`config.mk`:
```
export PLATFORM = sky130hd
export DESIGN_NAME = fpu_mul_seq
export DESIGN_NICKNAME = d
export VERILOG_FILES = /design/src/rtl/pa_fpu.sv /design/src/rtl/fpu_mul_normalize.sv /design/src/rtl/fpu_mul_seq.sv
export SDC_FILE = /design/constraint.sdc
export NUM_CORES = 1
export LEC_CHECK = 0
export BUFFER_PORTS_ARGS = -buffer_cell sky130_fd_sc_hd__buf_4
export CORE_MARGIN = 4
export CORE_UTILIZATION = 45
export CTS_CLUSTER_DIAMETER = 50
export CTS_CLUSTER_SIZE = 28
export DETAILED_ROUTE_END_ITERATION = 8
export PLACE_DENSITY = 0.64
export SYNTH_ARGS = -nofsm -noshare
export SYNTH_HDL_FRONTEND = slang
export SYNTH_SLANG_ARGS = --single-unit
```
`constraint.sdc`:
```
create_clock -name clk -period 3 [get_ports clk]
set_clock_uncertainty 0.1 [all_clocks]
set_input_delay 0.3 -clock clk [delete_from_list [all_inputs] [get_ports clk]]
set_output_delay 0.3 -clock clk [all_outputs]
set_load 0.05 [all_outputs]
```
`src/rtl/pa_fpu.sv`:
```
// Shared FPU types: multiplier sequencer states and result flag bundle.
// Used by the sequential multiplier and the FPU main controller.
package pa_fpu;

    typedef enum logic [2:0] {
        FMUL_IDLE,
        FMUL_START,
        FMUL_PADD,
        FMUL_PSHIFT,
        FMUL_RSET,
        FMUL_END,
        FMUL_RVALID
    } e_fmul_state;

    typedef struct packed {
        logic zero;
        logic ovf;
        logic unf;
    } s_fpu_flags;

endpackage

```
`src/rtl/fpu_mul_normalize.sv`:
```
// Product normalisation, truncation, overflow/underflow clamping
// and zero detection for the sequential FP multiplier.
module fpu_mul_normalize
    import pa_fpu::*;
#(
    parameter int EXP_W = 8,
    parameter int MAN_W = 23
) (
    input  logic [2*(MAN_W+1)-1:0] prod_i,
    input  logic signed [EXP_W+1:0] exp_i,
    input  logic                    sign_i,
    input  logic                    zero_i,
    output logic [EXP_W+MAN_W:0]    res_o,
    output s_fpu_flags              flags_o
);

    localparam int PW = 2 * (MAN_W + 1);
    localparam logic signed [EXP_W+1:0] EMAX =
        (EXP_W+2)'((2 ** EXP_W) - 1);

    logic signed [EXP_W+1:0] exp_fin;
    logic [MAN_W-1:0]        frac;
    logic [EXP_W-1:0]        exp_out;
    logic [MAN_W-1:0]        frac_out;

    always_comb begin
        // Product of two [1,2) mantissas lies in [1,4)
        frac = prod_i[PW-1] ? prod_i[PW-2 -: MAN_W]
                            : prod_i[PW-3 -: MAN_W];
        exp_fin = exp_i
                + $signed({{(EXP_W+1){1'b0}}, prod_i[PW-1]});
        exp_out  = exp_fin[EXP_W-1:0];
        frac_out = frac;
        flags_o  = '0;
        if (zero_i) begin
            exp_out  = '0;
            frac_out = '0;
        end else if (exp_fin >= EMAX) begin
            exp_out     = '1;
            frac_out    = '0;
            flags_o.ovf = 1'b1;
        end else if (exp_fin <= 0) begin
            exp_out     = '0;
            frac_out    = '0;
            flags_o.unf = 1'b1;
        end
        flags_o.zero = (exp_out == '0) && (frac_out == '0);
        res_o = {sign_i, exp_out, frac_out};
    end

endmodule

```
`src/rtl/fpu_mul_seq.sv`:
```
// Sequential shift-and-add floating-point multiplier for any
// IEEE-like format, with start / result_valid / ack handshake.
module fpu_mul_seq
    import pa_fpu::*;
#(
    parameter int EXP_W = 8,
    parameter int MAN_W = 23,
    parameter int BIAS  = 2 ** (EXP_W - 1) - 1
) (
    input  logic                 clk,
    input  logic                 arst,
    input  logic                 start,
    input  logic [EXP_W+MAN_W:0] operand_a,
    input  logic [EXP_W+MAN_W:0] operand_b,
    input  logic                 ack,
    output logic                 busy,
    output logic                 result_valid,
    output logic [EXP_W+MAN_W:0] result,
    output logic                 flag_zero,
    output logic                 flag_ovf,
    output logic                 flag_unf
);

    localparam int W  = 1 + EXP_W + MAN_W;
    localparam int N  = MAN_W + 1;
    localparam int PW = 2 * N;
    localparam int CW = $clog2(N + 1);
    localparam logic signed [EXP_W+1:0] BIAS_S = (EXP_W+2)'(BIAS);

    e_fmul_state state_q, state_d;

    logic [W-1:0]            opa_q, opb_q;
    logic                    sign_q;
    logic signed [EXP_W+1:0] exp_q;
    logic                    zero_q;
    logic [N-1:0]            mcand_q;
    logic [PW-1:0]           prod_q;
    logic                    carry_q;
    logic [CW-1:0]           cnt_q;
    logic [W-1:0]            res_q;
    s_fpu_flags              flags_q;

    logic [EXP_W-1:0] ea, eb;
    logic [MAN_W-1:0] fa, fb;
    logic             op_zero;
    logic [W-1:0]     n_res;
    s_fpu_flags       n_flags;

    assign ea      = opa_q[W-2 -: EXP_W];
    assign eb      = opb_q[W-2 -: EXP_W];
    assign fa      = opa_q[MAN_W-1:0];
    assign fb      = opb_q[MAN_W-1:0];
    assign op_zero = (ea == '0) || (eb == '0);

    always_ff @(posedge clk or negedge arst) begin
        if (!arst) state_q <= FMUL_IDLE;
        else       state_q <= state_d;
    end

    always_comb begin
        state_d = state_q;
        unique case (state_q)
            FMUL_IDLE:   if (start) state_d = FMUL_START;
            FMUL_START:  state_d = op_zero ? FMUL_RSET : FMUL_PADD;
            FMUL_PADD:   state_d = FMUL_PSHIFT;
            FMUL_PSHIFT: state_d = (cnt_q == CW'(1)) ? FMUL_RSET
                                                     : FMUL_PADD;
            FMUL_RSET:   state_d = FMUL_END;
            FMUL_END:    state_d = FMUL_RVALID;
            FMUL_RVALID: if (ack) state_d = FMUL_IDLE;
            default:     state_d = FMUL_IDLE;
        endcase
    end

    always_comb begin
        busy         = (state_q != FMUL_IDLE);
        result_valid = (state_q == FMUL_RVALID);
        result       = res_q;
        flag_zero    = flags_q.zero;
        flag_ovf     = flags_q.ovf;
        flag_unf     = flags_q.unf;
    end

    always_ff @(posedge clk or negedge arst) begin
        if (!arst) begin
            opa_q   <= '0;
            opb_q   <= '0;
            sign_q  <= 1'b0;
            exp_q   <= '0;
            zero_q  <= 1'b0;
            mcand_q <= '0;
            prod_q  <= '0;
            carry_q <= 1'b0;
            cnt_q   <= '0;
            res_q   <= '0;
            flags_q <= '0;
        end else begin
            unique case (state_q)
                FMUL_IDLE: begin
                    if (start) begin
                        opa_q <= operand_a;
                        opb_q <= operand_b;
                    end
                end
                FMUL_START: begin
                    sign_q  <= opa_q[W-1] ^ opb_q[W-1];
                    exp_q   <= $signed({2'b00, ea})
                             + $signed({2'b00, eb}) - BIAS_S;
                    zero_q  <= op_zero;
                    mcand_q <= {1'b1, fa};
                    prod_q  <= {{N{1'b0}}, 1'b1, fb};
                    carry_q <= 1'b0;
                    cnt_q   <= CW'(N);
                end
                FMUL_PADD: begin
                    if (prod_q[0])
                        {carry_q, prod_q[PW-1:N]} <=
                            {1'b0, prod_q[PW-1:N]} + {1'b0, mcand_q};
                end
                FMUL_PSHIFT: begin
                    prod_q  <= {carry_q, prod_q[PW-1:1]};
                    carry_q <= 1'b0;
                    cnt_q   <= cnt_q - CW'(1);
                end
                FMUL_END: begin
                    res_q   <= n_res;
                    flags_q <= n_flags;
                end
                default: ;
            endcase
        end
    end

    fpu_mul_normalize #(
        .EXP_W (EXP_W),
        .MAN_W (MAN_W)
    ) u_norm (
        .prod_i  (prod_q),
        .exp_i   (exp_q),
        .sign_i  (sign_q),
        .zero_i  (zero_q),
        .res_o   (n_res),
        .flags_o (n_flags)
    );

endmodule

```
---- Word level (Yosys, flattened, before mapping) ----
Cells that the tools add are included.
cells by class
  add/subtract/negate cells ............... 5
  magnitude comparators ................... 2
  equal/unequal tests ..................... 10
  muxes and demuxes ....................... 22
  bitwise logic cells ..................... 1
  reduce and logical (&&, ||, !) cells .... 16
operators by type and width
  cell                    count
  $mux W23                4
  $pmux W24 S3            1
  $pmux W24 S2            1
  $add A24 B24 Y25        1
  $logic_not A8 Y1        3
  $mux W24                1
  $mux W8                 3
  $logic_not A23 Y1       1
  $pmux W3 S7             1
  $mux W3                 4
  $add A10 B2 Y10         1
  $ge A10 B9 Y1 const B   1
  $le A10 B1 Y1 const B   1
  $pmux W5 S2             1
  $sub A9 B7 Y10 const B  1
  $add A8 B8 Y9           1
  $eq A3 B3 Y1 const B    3
  $reduce_and A2 Y1       4
  $eq A3 B2 Y1 const B    2
  $ne A2 B2 Y1 const B    3
  $reduce_bool A3 Y1      2
  $eq A5 B1 Y1 const B    1
  $sub A5 B1 Y5 const B   1
  $mux W1                 4
  other kinds (9)         10
storage, ports and cells
  register bits ........................... 192
  output and inout bits ................... 37
  logic and storage cells ................. 71

---- Longest topological paths before layout ----
  word-level depth ........................ 7
  gate-level depth with buffers ........... 11

---- Modules after synthesis ----
A second synthesis with hierarchy kept.
second synthesis, totals
  cells, all modules ...................... 975
  area, all modules ....................... 10,506.3 um2
by module, submodules not included
  module             instances  cells each  area each (um2)  seq. area each (um2)
  fpu_mul_seq        1          847         9,292.7          4,804.6
  fpu_mul_normalize  1          128         1,213.7          0.0

---- Worst setup path after synthesis ----
Ideal clock, no wire load.
  kind .................................... reg-to-reg
  start ................................... register prod_q[47]
  end ..................................... register res_q[10] (netlist: result[10])
  arrival time ............................ 2.512 ns
  slack ................................... 0.313 ns
  stages on the path, launching flop included .. 11
  clock period less this slack ............ 2.687 ns
  cell sequence ........................... dfrtp_1 -> ha_1 -> ha_1 -> buf_4 -> and4_4 -> xnor2_1 -> a41o_1 -> a31oi_4 -> or4b_4 -> buf_6 -> o21ai_2
on the way
  longest elaborated chain between the ends .. 5
  elaborated cells between the ends (all ways) .. 7
ends and longest elaborated chain
  element                            RTL line                 text
  from (decl)                        fpu_mul_seq.sv:37        logic [PW-1:0] prod_q;
  from (signal assigned)             fpu_mul_seq.sv:111       prod_q <= {{N{1'b0}}, 1'b1, fb};
  from (signal, indexed assignment)  fpu_mul_seq.sv:117       {carry_q, prod_q[PW-1:N]} <=
  from (signal assigned)             fpu_mul_seq.sv:121       prod_q <= {carry_q, prod_q[PW-1:1]};
  $add A10 B2 Y10                    fpu_mul_normalize.sv:31  + $signed({{(EXP_W+1){1'b0}}, prod_i[PW-1]});
  $le A10 B1 Y1                      fpu_mul_normalize.sv:42  end else if (exp_fin <= 0) begin
  $mux W23                           fpu_mul_normalize.sv:42
  $mux W23 *                         fpu_mul_normalize.sv:38  end else if (exp_fin >= EMAX) begin
  $mux W23 *                         fpu_mul_normalize.sv:35  if (zero_i) begin
  to (signal assigned)               fpu_mul_seq.sv:126       res_q <= n_res;
  to (decl)                          fpu_mul_seq.sv:40        logic [W-1:0] res_q;
Every way passes the cells marked *; elsewhere a longest branch is shown, timed or not.
A chain may end at the register's enable or synchronous reset.

---- Final worst setup path ----
  start ................................... register prod_q[47]
  end ..................................... register res_q[0] (netlist: result[0])
Same word-level chain as after synthesis.

==> impl_metrics.py <==
metrics = {
    "finish": {
        "mostFrequentLayoutCells": "dfrtp_1 (191), nand2_1 (173), buf_4 (128), o21ai_0 (82), dlygate4sd3_1 (64)",
        "area_delta_synth_final_pct": 23.8,
        "layout-drive-gt1-share_pct": 22.6,
        "layout.nets": 1242,
        "final_cell_area_um2": 12400,
        "diodes": 0,
        "num-fill-cells": 1945,
        "final_common_cell": "dfrtp_1",
    },
    "pwr": {
        "power.share.clock_pct": 17.7,
        "p_seq_share_pct": 36.6,
        "pwr-share-comb_pct": 45.7,
        "cellPowerDensity_nw_per_um2": 1010,
        "power_leakage_uw": 0.00574,
        "power.internal_uw": 7290,
        "ir_drop_mv": 0.509,
        "swShare_pct": 41.5,
        "switchingPower_uw": 5180,
    },
    "setup_path": {
        "reg2reg_from": "prod_q[47]$_DFFE_PN0P_",
        "r2r_cells": 8,
        "startpoint": "prod_q[47]$_DFFE_PN0P_",
        "path_class": "register to register",
        "cp-start-kind": "register",
        "crit_fanout": 12,
        "r2r_slack_ns": 0.21,
        "arrival_ns": 3.04,
        "cp-end-kind": "register",
        "worst_r2r_endpoint": "result[0]$_DFFE_PN0N_",
        "cp.required_ns": 3.25,
    },
    "placement": {
        "hpwlAfterDp_um": 15500,
        "gp_congestion": 0.882,
        "place_area_um2": 11100,
        "dp_slack_ns": 0.126,
        "port_buffers": 104,
    },
    "floorplanning": {
        "start_util_pct": 45.8,
        "die_h_um": 157,
        "die_x_um": 157,
        "core_um2": 21800,
        "rows": 54,
        "die_area_um2": 24600,
        "io_pins": 105,
    },
    "clock_tree": {
        "tritoncts": "done",
        "htreeDepth": 4,
        "cts_sinks": 192,
        "clk_latency_ns": 0.44,
        "cts_buffer_depth": 2,
        "numCtsBuffers": 17,
        "path_clk_slew_ns": 0.08,
        "post-cts-setup-buffer-count": 0,
        "root_buffer": "clkbuf_16",
    },
    "global_routing": {
        "grtUsageTotal_pct": 19.0,
        "grt_pass1_vias": 7680,
        "grt_max_degree": 65,
        "gr-total-overflow": 0,
        "antenna_found_initial": 0,
        "grt_pass1_wl_um": 38300,
    },
    "sta": {
        "period_needed_ns": 2.79,
        "setup_tns_ns": 0,
        "tightestPinTransition_ns": 0.740,
        "fin_ws_ns": 0.211,
        "hold_violations": 0,
        "rsz0062_at_grt": "false",
        "fmax_mhz": 359,
        "slew_headroom_pct": 50.6,
        "period_share_pct": 93.0,
        "setup_violations": 0,
        "finalMaxSlewViolations": 0,
    },
    "yosys": {
        "syn_area_um2": 9990,
        "synthFlopType": "dfrtp_1",
        "syn_nets": 1084,
        "synthArstFlopShare_pct": 100,
        "syn_inst": 971,
        "seq_area_frac_synth_pct": 48.1,
        "ys_ff_latch": 192,
        "ys_types": 64,
        "synth_edf_count": 0,
        "syn_area_per_cell_um2": 10.3,
        "synth_warnings": 0,
    },
    "routing": {
        "vias": 7617,
        "drt_wl_total_um": 22700,
        "routed_via_density": 5.36,
        "ant_nets": 0,
        "routedWlPerCell_um": 16.0,
        "firstDrtPassIters": 5,
        "drtIter0Drc": 485,
        "drc": 0,
    },
    "hold_path": {
        "min_path_cells": 2,
        "hold_start": "operand_b[29]",
        "hold_class": "input port to register",
        "hold_path_end": "opb_q[29]$_DFFE_PN0P_",
    },
    "job": {
        "maxCapViolCount": 0,
    },
    "status": {
        "status": "complete, no violations",
    },
}
stage by stage:
stage / std cells / util (%) / total power [µW] / hold slack (ns)
final: 1422 / 56.7 / 12500 / 0.0151
after global routing: 1422 / 56.7 / 13500 / 0.00147
after CTS: 1421 / 56.6 / 12500 / 0.00586
after detailed placement: 1325 / 51.0 / 10200 / 0.181
after global placement: 1325 / 51.0 / 10100 / 0.182
after floorplan: 971 / - / 8680 / -0.0956
sequential cells by signal, summed over array words and instances, names as in the netlist:
signal	flops
flag_ovf	1
cnt_q	5
carry_q	1
result	32
mcand_q	24
state_q	3
opa_q	32
flag_zero	1
exp_q	10
prod_q	48
sign_q	1
zero_q	1
opb_q	32
flag_unf	1
metal layers:
metal / routed length (µm) / GRT usage (%) / vias up
met1: 10700 / 26.1 / 3660
met5: 0 / 0 / -
met4: 185 / 3.84 / 0
li1: - / - / 3795
met3: 1040 / 4.37 / 16
met2: 10800 / 31.3 / 146
how the worst max path moves through the flow:
stage | endpoint | slack, ns
4_1_cts | result[2]$_DFFE_PN0N_ | 0.14
3_5_place_dp | result[0]$_DFFE_PN0N_ | 0.13
6_report | result[0]$_DFFE_PN0N_ | 0.21
5_1_grt | prod_q[45]$_DFFE_PN0P_ | 0.04
2_1_floorplan | result[10]$_DFFE_PN0N_ | 0.31
3_3_place_gp | result[2]$_DFFE_PN0N_ | 0.22
cell usage after synthesis, types with 6 or more instances:
master	n	area, µm²
o21ai_2	20	175
o31ai_1	9	67.6
a21o_1	9	67.6
dfrtp_1	192	4800
a22o_1	13	114
nand2b_1	6	37.5
xor2_1	6	52.6
nand2_1	173	649
clkbuf_1	45	169
ha_1	43	538
mux2i_1	52	521
a21oi_1	33	165
inv_1	19	71.3
a22oi_1	16	120
xnor2_1	24	210
nand3_1	17	85.1
nor3b_1	10	75.1
mux2_2	62	698
o21ai_0	82	410
nor3_1	11	55.1
nor2_1	29	109
what timing repair did:
item | CTS | global route
gates resized for setup | 0 | 3
hold buffers | 64 | 0
endpoints found under the setup margin | 0 | 12
endpoints found under the hold margin | 108 | 0
layout make-up:
class | instances | area (µm²) | area share [%]
multi-input cells | 703 | 4900 | 39.6
flip-flops and latches | 192 | 4810 | 38.9
repair buffers | 196 | 1680 | 13.5
clock buffers | 17 | 425 | 3.44
well taps | 280 | 350 | 2.83
clock inverters | 15 | 143 | 1.15
inverters | 19 | 71.3 | 0.577
power groups by stage:
stage	Combinational, µW	Clock [µW]	Sequential [µW]
after floorplan	4120	0	4560
after global placement	5520	0	4570
after detailed placement	5620	0	4610
after CTS	5720	2260	4560
after global routing	6420	2360	4720
final	5700	2210	4560
cells by family (layout without fill, tap and decap cells):
family | after synthesis | after routing | share of synthesized area [%]
AND/OR/NAND/NOR | 285 | 286 | 12.9
AO/OA/AOI/OAI | 228 | 228 | 15.2
flip-flops | 192 | 192 | 48.1
multiplexers | 114 | 114 | 12.2
buffers and inverters | 77 | 247 | 3.21
adder cells (fa/ha/maj) | 45 | 45 | 5.79
XOR/XNOR | 30 | 30 | 2.63
worst max-delay path: stages, from the launching register on:
cell,delay (ns)
dfrtp_1,0.37
ha_2,0.25
ha_1,0.18
and4_4,0.25
nand4_1,0.11
xnor2_1,0.19
a41o_1,0.36
or4b_4,0.70
o21ai_0,0.20
Note: power is estimated with default switching activity, not from simulation.
